`config.mk`:
```
export PLATFORM = sky130hd
export DESIGN_NAME = jstk_poll_ctrl
export DESIGN_NICKNAME = d
export VERILOG_FILES = /design/src/rtl/jstk_pkg.sv /design/src/rtl/jstk_dir_filter.sv /design/src/rtl/jstk_poll_ctrl.sv
export SDC_FILE = /design/constraint.sdc
export NUM_CORES = 1
export LEC_CHECK = 0
export ABC_CLOCK_PERIOD_IN_PS = 4830
export BUFFER_PORTS_ARGS = -buffer_cell sky130_fd_sc_hd__buf_2
export CAP_MARGIN = 20
export CORE_ASPECT_RATIO = 0.75
export CORE_MARGIN = 2
export CORE_UTILIZATION = 47
export DETAILED_ROUTE_END_ITERATION = 10
export PLACE_DENSITY_LB_ADDON = 0.15
export SLEW_MARGIN = 40
export SYNTH_ARGS = -nofsm -noshare
export SYNTH_HDL_FRONTEND = slang
export SYNTH_SLANG_ARGS = --single-unit
```
`constraint.sdc`:
```
create_clock -name CLK -period 4.83 [get_ports CLK]
set_input_delay 0.2415 -clock CLK [delete_from_list [all_inputs] [get_ports CLK]]
set_output_delay 0.2415 -clock CLK [all_outputs]
set_load 0.01 [all_outputs]
```
`src/rtl/jstk_pkg.sv`:
```
// Shared encodings for the joystick poll controller: directions, FSM states,
// decoded sample layout and the SPI command byte.
package jstk_pkg;

  localparam int unsigned AXIS_W  = 10;
  localparam int unsigned DIR_W   = 3;
  localparam int unsigned BTN_W   = 3;
  localparam int unsigned FRAME_W = 40;
  localparam int unsigned LED_W   = 2;
  localparam int unsigned CMD_W   = 8;

  localparam logic [5:0] CMD_PREFIX = 6'b100000;

  typedef enum logic [DIR_W-1:0] {
    DIR_NONE  = 3'd0,
    DIR_UP    = 3'd1,
    DIR_DOWN  = 3'd2,
    DIR_RIGHT = 3'd3,
    DIR_LEFT  = 3'd4
  } dir_e;

  typedef enum logic [1:0] {
    ST_IDLE   = 2'd0,
    ST_REQ    = 2'd1,
    ST_WAIT   = 2'd2,
    ST_DECODE = 2'd3
  } state_e;

  typedef struct packed {
    logic [AXIS_W-1:0] y;
    logic [AXIS_W-1:0] x;
    logic [BTN_W-1:0]  btn;
  } sample_t;

  function automatic logic [CMD_W-1:0] cmd_byte(input logic [LED_W-1:0] led);
    return {CMD_PREFIX, led};
  endfunction

endpackage

```
`src/rtl/jstk_dir_filter.sv`:
```
// Direction classifier with hysteresis on the committed direction and an
// N-sample debounce before a new direction is committed.
module jstk_dir_filter
  import jstk_pkg::*;
#(
  parameter int unsigned HI_TH    = 800,
  parameter int unsigned LO_TH    = 200,
  parameter int unsigned HYST     = 50,
  parameter int unsigned STABLE_N = 3
) (
  input  logic              CLK,
  input  logic              RST,
  input  logic              en,
  input  logic [AXIS_W-1:0] x,
  input  logic [AXIS_W-1:0] y,
  output logic [DIR_W-1:0]  dir,
  output logic              dir_valid
);

  localparam int unsigned CNT_W = $clog2(STABLE_N + 1);
  localparam logic [AXIS_W-1:0] HI     = AXIS_W'(HI_TH);
  localparam logic [AXIS_W-1:0] LO     = AXIS_W'(LO_TH);
  localparam logic [AXIS_W-1:0] HI_REL = AXIS_W'(HI_TH - HYST);
  localparam logic [AXIS_W-1:0] LO_REL = AXIS_W'(LO_TH + HYST);
  localparam logic [CNT_W-1:0]  CNT_MAX = CNT_W'(STABLE_N);

  dir_e             dir_q;
  dir_e             prev_q;
  dir_e             raw_c;
  dir_e             cand_c;
  logic             hold_c;
  logic             commit_c;
  logic [CNT_W-1:0] cnt_q;
  logic [CNT_W-1:0] cnt_nxt_c;

  assign dir = dir_q;

  // Raw classification, first match wins, strict unsigned compares
  always_comb begin
    raw_c = DIR_NONE;
    if (y > HI)      raw_c = DIR_UP;
    else if (y < LO) raw_c = DIR_DOWN;
    else if (x > HI) raw_c = DIR_RIGHT;
    else if (x < LO) raw_c = DIR_LEFT;
  end

  // Committed direction survives while its axis stays past the relaxed bound
  always_comb begin
    hold_c = 1'b0;
    case (dir_q)
      DIR_UP:    hold_c = (y > HI_REL);
      DIR_DOWN:  hold_c = (y < LO_REL);
      DIR_RIGHT: hold_c = (x > HI_REL);
      DIR_LEFT:  hold_c = (x < LO_REL);
      default:   hold_c = 1'b0;
    endcase
    cand_c = hold_c ? dir_q : raw_c;
  end

  always_comb begin
    cnt_nxt_c = CNT_W'(1);
    if (cand_c == dir_q)
      cnt_nxt_c = '0;
    else if (cand_c == prev_q)
      cnt_nxt_c = (cnt_q >= CNT_MAX) ? CNT_MAX : cnt_q + CNT_W'(1);
    commit_c = (cand_c != dir_q) && (cnt_nxt_c == CNT_MAX);
  end

  always_ff @(posedge CLK) begin
    if (RST) begin
      dir_q     <= DIR_NONE;
      prev_q    <= DIR_NONE;
      cnt_q     <= '0;
      dir_valid <= 1'b0;
    end else begin
      dir_valid <= 1'b0;
      if (en) begin
        prev_q <= cand_c;
        if (commit_c) begin
          dir_q     <= cand_c;
          dir_valid <= 1'b1;
          cnt_q     <= '0;
        end else begin
          cnt_q <= cnt_nxt_c;
        end
      end
    end
  end

endmodule

```
`src/rtl/jstk_poll_ctrl.sv`:
```
// Periodic joystick poller: requests a 5-byte SPI frame every POLL_DIV cycles,
// guards the transfer with a timeout and decodes axes, buttons and direction.
module jstk_poll_ctrl
  import jstk_pkg::*;
#(
  parameter int unsigned POLL_DIV = 2_000_000,
  parameter int unsigned TIMEOUT  = 200_000,
  parameter int unsigned HI_TH    = 800,
  parameter int unsigned LO_TH    = 200,
  parameter int unsigned HYST     = 50,
  parameter int unsigned STABLE_N = 3
) (
  input  logic               CLK,
  input  logic               RST,
  input  logic [LED_W-1:0]   led_req,
  input  logic               frame_done,
  input  logic [FRAME_W-1:0] jstk_data,
  output logic               snd_rec,
  output logic [CMD_W-1:0]   snd_data,
  output logic [AXIS_W-1:0]  x_pos,
  output logic [AXIS_W-1:0]  y_pos,
  output logic [BTN_W-1:0]   btn,
  output logic [DIR_W-1:0]   dir,
  output logic               dir_valid,
  output logic               timeout_err
);

  localparam int unsigned PCNT_W = $clog2(POLL_DIV + 1);
  localparam int unsigned TCNT_W = $clog2(TIMEOUT + 1);

  state_e            state_q;
  state_e            state_nxt;
  logic [PCNT_W-1:0] poll_cnt_q;
  logic [TCNT_W-1:0] tmo_cnt_q;
  logic              tick_c;
  logic              tmo_hit_c;
  logic              in_wait_c;
  sample_t           smp_c;
  sample_t           frame_q;
  logic              unused_frame_bits;

  assign snd_data  = cmd_byte(led_req);
  assign tick_c    = (poll_cnt_q == PCNT_W'(POLL_DIV - 1));
  assign tmo_hit_c = (tmo_cnt_q == TCNT_W'(TIMEOUT - 1));
  assign in_wait_c = (state_q == ST_WAIT);

  always_comb begin
    smp_c.x   = {jstk_data[9:8], jstk_data[23:16]};
    smp_c.y   = {jstk_data[25:24], jstk_data[39:32]};
    smp_c.btn = {jstk_data[1], jstk_data[2], jstk_data[0]};
  end

  assign unused_frame_bits = ^{jstk_data[31:26], jstk_data[15:10], jstk_data[7:3]};

  always_ff @(posedge CLK) begin
    if (RST) state_q <= ST_IDLE;
    else     state_q <= state_nxt;
  end

  // Ticks arriving outside IDLE are dropped, never queued
  always_comb begin
    state_nxt = state_q;
    case (state_q)
      ST_IDLE:   if (tick_c) state_nxt = ST_REQ;
      ST_REQ:    state_nxt = ST_WAIT;
      ST_WAIT: begin
        if (frame_done)     state_nxt = ST_DECODE;
        else if (tmo_hit_c) state_nxt = ST_IDLE;
      end
      ST_DECODE: state_nxt = ST_IDLE;
      default:   state_nxt = ST_IDLE;
    endcase
  end

  always_ff @(posedge CLK) begin
    if (RST) begin
      poll_cnt_q  <= '0;
      tmo_cnt_q   <= '0;
      frame_q     <= '0;
      snd_rec     <= 1'b0;
      x_pos       <= '0;
      y_pos       <= '0;
      btn         <= '0;
      timeout_err <= 1'b0;
    end else begin
      poll_cnt_q <= tick_c ? '0 : poll_cnt_q + PCNT_W'(1);
      snd_rec    <= (state_nxt == ST_REQ);
      tmo_cnt_q  <= in_wait_c ? tmo_cnt_q + TCNT_W'(1) : '0;
      if (in_wait_c && frame_done)
        frame_q <= smp_c;
      if (in_wait_c && !frame_done && tmo_hit_c)
        timeout_err <= 1'b1;
      if (state_q == ST_DECODE) begin
        x_pos <= frame_q.x;
        y_pos <= frame_q.y;
        btn   <= frame_q.btn;
      end
    end
  end

  jstk_dir_filter #(
    .HI_TH   (HI_TH),
    .LO_TH   (LO_TH),
    .HYST    (HYST),
    .STABLE_N(STABLE_N)
  ) u_dir_filter (
    .CLK      (CLK),
    .RST      (RST),
    .en       (state_q == ST_DECODE),
    .x        (frame_q.x),
    .y        (frame_q.y),
    .dir      (dir),
    .dir_valid(dir_valid)
  );

endmodule

```
==> results of run 1 <==
## registers in the layout, summed over array words and instances (netlist names)
signal / cells
snd_rec: 1
state_q: 2
u_dir_filter.dir_valid: 1
u_dir_filter.dir: 3
y_pos: 10
timeout_err: 1
u_dir_filter.prev_q: 3
tmo_cnt_q: 18
btn: 3
frame_q: 23
x_pos: 10
u_dir_filter.cnt_q: 2
poll_cnt_q: 21
## metal layers
layer | share of wire | up-vias | global-route usage
li1 | - | 1828 | -
met1 | 0.50 | 1663 | 0.2595
met2 | 0.44 | 86 | 0.3012
met3 | 0.054 | 7 | 0.05637
met4 | 0.010 | 0 | 0.04989
met5 | 0 | - | 0
## worst paths after layout
path	start	to	slack, ps	cells past startpoint
worst min register to register	poll_cnt_q[0]$_SDFF_PP0_	poll_cnt_q[0]$_SDFF_PP0_	450	1
worst max-delay path	frame_q[16]$_SDFFE_PP0P_	u_dir_filter.dir[1]$_SDFFE_PP0P_	2440	7
worst min-delay path	jstk_data[37]	frame_q[18]$_SDFFE_PP0P_	130	3
worst max register to register	frame_q[16]$_SDFFE_PP0P_	u_dir_filter.dir[1]$_SDFFE_PP0P_	2440	7
## area by class of cell
class	count	area [µm²]	area share
Clock buffer	15	277.8	0.05708
Multi-Input combinational cell	386	2160	0.4438
Tap cell	112	140.1	0.02880
Inverter	7	26.28	0.005400
Sequential cell	98	1962	0.4032
Timing Repair Buffer	57	292.8	0.06017
Clock inverter	1	7.507	0.001543
## cell families after synthesis
group / count (synthesis)
simple gates: 254
flops: 98
compound gates: 83
buf+inv: 40
xor+xnor: 39
fa+ha+maj: 2
other cells: 2
mux: 2
## power breakdown
group / internal [µW] / switching (µW)
Sequential: 810 / 1.59
Combinational: 10.4 / 17.8
Clock: 393 / 294
## worst min-delay path: stages
cell and delay [ps]:
buf_2 90, nand2_1 50, a21oi_1 50
## cells in the final DEF (no fill, tap or decap), drive strengths merged, types with 2 or more instances in the layout
master / netlist / layout
nand2: 108 / 108
dfxtp: 98 / 98
nor2: 65 / 65
buf: 15 / 57
a21oi: 54 / 54
xor2: 25 / 25
nand3: 18 / 18
clkbuf: 18 / 15
xnor2: 14 / 14
nand4: 13 / 13
nor3: 9 / 9
and3: 7 / 7
inv: 7 / 7
conb: 2 / 6
nor4b: 4 / 4
and4: 4 / 4
nor2b: 4 / 4
o21ai: 4 / 4
o211ai: 4 / 4
and2: 4 / 4
o311ai: 4 / 4
nand3b: 3 / 3
nor4: 3 / 3
nand4b: 2 / 2
nor3b: 2 / 2
a221oi: 2 / 2
o41ai: 2 / 2
a31o: 2 / 2
a211oi: 2 / 2
mux2: 2 / 2
ha: 2 / 2
o22ai: 2 / 2
nand4bb: 2 / 2
## through the flow
stage,cell area (µm²),util,instances,hold slack [ps],setup WS [ps]
2_1_floorplan,4328,-,524,377.5,2782
3_3_place_gp,4561,0.5084,658,427.6,2508
3_5_place_dp,4581,0.5106,660,441.3,2457
4_1_cts,4866,0.5424,676,132.5,2447
5_1_grt,4866,0.5424,676,139.9,2331
6_report,4866,0.5424,676,134.6,2445
==> run summary, run 1 <==
Post-CTS Setup Repair Bufs -> 0
# diodes -> 0
clk_lat worst skew -> 340 ps
layout cell share with drive strength beyond 1 -> 0.1525
slew margin rel. -> 0.5227
top-area cell type share of the netlist area -> 0.4549
Die ar. -> 9966 µm²
Worst Setup End Kind -> flop
Die H -> 86.96 µm
CTS sink cnt -> 98
status -> complete, no violations
post-synthesis xor/xnor area fraction -> 0.07920
Site Rows -> 30
hold_buf cts -> 0
largest family of logic cells by synthesized area -> simple AND/OR/NAND/NOR gates
final hold violations -> 0
IO Pins -> 82
Tcrit/Tclk final -> 0.4939
Synth Area in Compound Gates -> 0.1256
top_reg_cell synth -> dfxtp_1
Resized cells post-CTS -> 0
slowest CP cell -> and2_1
GRT Util Overall -> 0.1918
Startpoint Class -> flop
kind of critical path -> reg -> reg
CP max FO -> 7
CTS Buf Count -> 9
wire length of the first global-routing pass -> 15.28 mm
WL final -> 9.183 mm
number of routed nets with antenna violations -> 0
Worst Skew -> 6.290 ps
Filler cells -> 896
H-tree level count -> 3
Cell Pwr Density -> 313.7 nW/µm²
most common cell in the netlist -> nand2_1
GPL Wtd Cong -> 0.8024
Core ar. -> 8971 µm²
actual transition at the worst max-transition pin -> 713.9 ps
Clock Root Buffer -> clkbuf_16
First-pass DRT Iterations -> 4
setup TNS -> 0 ps
crit path time final -> 2386 ps
Tot Pwr -> 1527 µW
Seq/Total Area, Yosys -> 0.4549
FF+latch count, synth -> 98
arrival time worst endpoint -> 2610 ps
cell taking the most area after synthesis -> dfxtp_1
clk buf depth -> 2
Worst EP required -> 5060 ps
RSZ-0062 raised after global routing -> false
Routed WL per cell -> 13.58 µm
vias in the first global route -> 3299
vias per cell -> 5.302
largest net degree at the start of global routing -> 64
initial antenna violation count -> 0
area growth from synthesis to layout -> 12.82%
nets@finish -> 606
Synth Cell Area -> 4313 µm²
Vias -> 3584
most frequent cells after synthesis -> nand2_1, dfxtp_1, nor2_1, a21oi_1, xor2_1
die extent in x -> 114.6 µm
Synth area leaders -> dfxtp_1, nand2_1, a21oi_1
Synth Area in Simple Gates -> 0.2785
Synth cell types -> 56
cells after synthesis -> 520
synthesized area per cell -> 8.294 µm²
Post-synth EDFFs -> 0
Buf/Inv on CP -> 0
Worst VDD drop -> 0.2186 mV
leakage power -> 0.001787 µW
Initial Util -> 0.4808
mux share of post-synthesis cell area -> 0.005222
Largest delay share family, worst path -> compound AO/OA/AOI/OAI gates
Max stage delay on crit path -> 400 ps
critical path cell sequence -> o311ai_1 -> and2_1 -> nor3_4 -> xnor2_1 -> a311oi_4 -> nand3_2 -> mux2_1
Worst Hold Class -> in -> reg
clk slew on worst S/H paths -> 70 ps
Achievable Freq -> 419.2 MHz
Post-Synth Adder-Cell Area -> 0.005802
DRC viols -> 0
async set-or-reset flop fraction in the synthesized netlist -> 0
Slew Viols, Final -> 0
yosys warns -> 0
Max Cap Viol -> 0
PortBufs -> 54
initial DRC count -> 247
CTS tree -> done
Setup Viol. Count Final -> 0
hpwl dp -> 6.254 mm
Overflow after GRT -> 0
No activity file was read; power rests on OpenSTA's default activity.
==> run 2: changes to the inputs <==
--- a/config.mk
+++ b/config.mk
@@ -5,7 +5,7 @@
 export SDC_FILE = /design/constraint.sdc
 export NUM_CORES = 1
 export LEC_CHECK = 0
-export ABC_CLOCK_PERIOD_IN_PS = 4830
+export ABC_CLOCK_PERIOD_IN_PS = 2000
 export BUFFER_PORTS_ARGS = -buffer_cell sky130_fd_sc_hd__buf_2
 export CAP_MARGIN = 20
 export CORE_ASPECT_RATIO = 0.75
==> constraint.sdc (replaced) <==
create_clock -name CLK -period 2 [get_ports CLK]
set_input_delay 0.1 -clock CLK [delete_from_list [all_inputs] [get_ports CLK]]
set_output_delay 0.1 -clock CLK [all_outputs]
set_load 0.01 [all_outputs]
==> run summary, run 2 (synthesized netlist as in run 1, its figures left out) <==
GRT Util Overall -> 0.2066 (+0.01480)
sw frac -> 0.2148 (+0.009254)
CP endpoint -> u_dir_filter.dir[1]$_SDFFE_PP0P_
clk buf depth -> 2 (unchanged)
Vias -> 3863 (+7.8%)
most frequent cells in the layout -> nand2_1, dfxtp_1, nor2_1
RSZ-0062 raised after global routing -> true
Max Cap Viol -> 0 (unchanged)
clk slew on worst S/H paths -> 70 ps (about the same)
Clock Root Buffer -> clkbuf_16
vias in the first global route -> 3457 (+4.8%)
Die H -> 86.96 µm (unchanged)
clock power share -> 0.466 (+0.016)
Worst Skew -> 4.558 ps (-1.732 ps)
Power Internal -> 3013 µW (+150%)
placed insts -> 700 (+6.1%)
First-pass DRT Iterations -> 5 (+1)
CTS tree -> done
largest registers -> frame_q: 23 flops, poll_cnt_q: 21 flops, tmo_cnt_q: 18 flops
H-tree level count -> 3 (unchanged)
hpwl dp -> 6.548 mm (+4.7%)
Worst Setup End Kind -> flop
Worst EP required -> 2230 ps (-2830 ps)
Initial Util -> 0.4808 (unchanged)
Reg2Reg Depth -> 7 (unchanged)
PortBufs -> 54 (unchanged)
final hold violations -> 0 (unchanged)
Routed WL per cell -> 13.87 µm (+2.1%)
CP max FO -> 5 (-2)
Die ar. -> 9966 µm² (unchanged)
Setup crit start -> frame_q[20]$_SDFFE_PP0P_
Setup Viol. Count Final -> 6 (+6)
Crit Reg-Reg Endpoint -> u_dir_filter.dir[1]$_SDFFE_PP0P_
failing checks -> setup timing
Slew Viols, Final -> 0 (unchanged)
area growth from synthesis to layout -> 33.91%
Startpoint Class -> flop
Worst Hold Class -> in -> reg
Overflow after GRT -> 0 (unchanged)
WL final -> 10.32 mm (+12%)
Seq pwr share -> 0.508 (-0.024)
Final Cell Area -> 5776 µm² (+19%)
Worst R2R Setup Slack -> -60 ps (-2510 ps)
Core ar. -> 8971 µm² (unchanged)
crit path time final -> 2063 ps (-322.1 ps)
kind of critical path -> reg -> reg
clk_lat worst skew -> 350 ps (about the same)
Worst VDD drop -> 0.4294 mV (+96%)
setup ws final -> -63.45 ps (-2508 ps)
largest net degree at the start of global routing -> 39 (-39%)
# diodes -> 0 (unchanged)
non-filler cells, final -> 744 (+10%)
IO Pins -> 82 (unchanged)
number of routed nets with antenna violations -> 0 (unchanged)
nets@finish -> 674 (+11%)
combinational share of power -> 0.026 (+0.008)
leakage power -> 0.002200 µW (+23%)
P_sw -> 824.4 µW (+160%)
Cells on Worst Hold Path -> 3 (unchanged)
Site Rows -> 30 (unchanged)
FF-to-FF Start -> frame_q[20]$_SDFFE_PP0P_
arrival time worst endpoint -> 2300 ps (-310 ps)
initial antenna violation count -> 0 (unchanged)
Cell Pwr Density -> 664.5 nW/µm² (+110%)
Placed Instance Area -> 4903 µm² (+7.0%)
status -> finished, violations left
wire length of the first global-routing pass -> 16.42 mm (+7.5%)
DRC viols -> 0 (unchanged)
Achievable Freq -> 484.6 MHz (+16%)
slew margin rel. -> 0.5518 (+0.02912)
most common cell after layout, fill and taps aside -> nand2_1
Tcrit/Tclk final -> 1.032 (+0.5378)
initial DRC count -> 205 (-17%)
actual transition at the worst max-transition pin -> 670.3 ps (-43.55 ps)
dpl ws -> -186.5 ps (-2644 ps)
GPL Wtd Cong -> 0.8645 (+7.7%)
die extent in x -> 114.6 µm (unchanged)
layout cell share with drive strength beyond 1 -> 0.2880 (+0.1355)
vias per cell -> 5.192 (-2.1%)
CTS Buf Count -> 9 (unchanged)
Top reg by flops -> frame_q
CTS sink cnt -> 98 (unchanged)
Largest register FFs -> 23 (unchanged)
==> run 2: changes by cell type in the layout (fill, tap and decap cells not counted), moves of 4 or more <==
cell,previous run,this run
dfxtp_1,98,80
buf_4,3,46
dfxtp_2,0,11
a21oi_1,53,49
buf_6,0,6
dlygate4sd3_1,0,19
dfxtp_4,0,7
==> run 2: power groups by stage <==
stage                     clock, µW  combinational (µW)  sequential [µW]
after CTS                      1830                96.8             1950
final                          1790                97.9             1950
after detailed placement          0                68.1             2000
after global routing           1920                 107             1950
after global placement            0                68.0             2000
after floorplan                   0                51.4             2000
==> run 2: final cells by class <==
cell class | count | area, µm²
Clock buffer | 10 | 239.0
Clock inverter | 6 | 73.82
Fill cell | 746 | 3196
Inverter | 7 | 26.28
Multi-Input combinational cell | 386 | 2421
Sequential cell | 98 | 2002
Tap cell | 112 | 140.1
Timing Repair Buffer | 125 | 873.3
==> run 2: stage by stage <==
| stage | total power (µW) | hold slack (ps) | util | setup TNS (ps) |
|---|---|---|---|---|
| global route | 3976 | 27.59 | 0.6438 | -976.0 |
| floorplan | 2055 | 228.4 | - | 0 |
| detailed placement | 2072 | 200.1 | 0.5466 | -668.0 |
| global placement | 2072 | 200.1 | 0.5466 | -250.8 |
| CTS | 3878 | 4.413 | 0.6170 | -174.0 |
| finish | 3838 | 8.112 | 0.6438 | -265.6 |
==> run 2: repair_timing <==
item	in CTS	in global routing
gates cloned	0	0
pin swaps	10	21
setup buffers	6	5
endpoints found under the hold margin	19	0
hold buffers	19	0
gates resized for setup	33	39
setup endpoints to repair	6	9
==> run 2: worst min-delay path by stage <==
stage	start	to	slack, ps
after floorplan	jstk_data[35]	frame_q[16]$_SDFFE_PP0P_	230
after global placement	led_req[1]	snd_data[1]	200
after detailed placement	led_req[1]	snd_data[1]	200
after CTS	jstk_data[24]	frame_q[21]$_SDFFE_PP0P_	4
after global routing	jstk_data[34]	frame_q[15]$_SDFFE_PP0P_	30
final	jstk_data[24]	frame_q[21]$_SDFFE_PP0P_	8
==> run 2: layer usage <==
| metal | track usage | wire, µm |
|---|---|---|
| met5 | 0 | 0 |
| met4 | 0.07428 | 125 |
| met3 | 0.04871 | 542 |
| met2 | 0.3088 | 4611 |
| met1 | 0.2918 | 5039 |
==> run 2: worst max-delay path, cell delays in order, from the launching register on <==
cell     delay (ps)
dfxtp_4         380
nor4_4          360
a21o_2          230
nand4_1         100
nor3b_4         180
o22ai_4         250
nand3_4         120
mux2_4          310
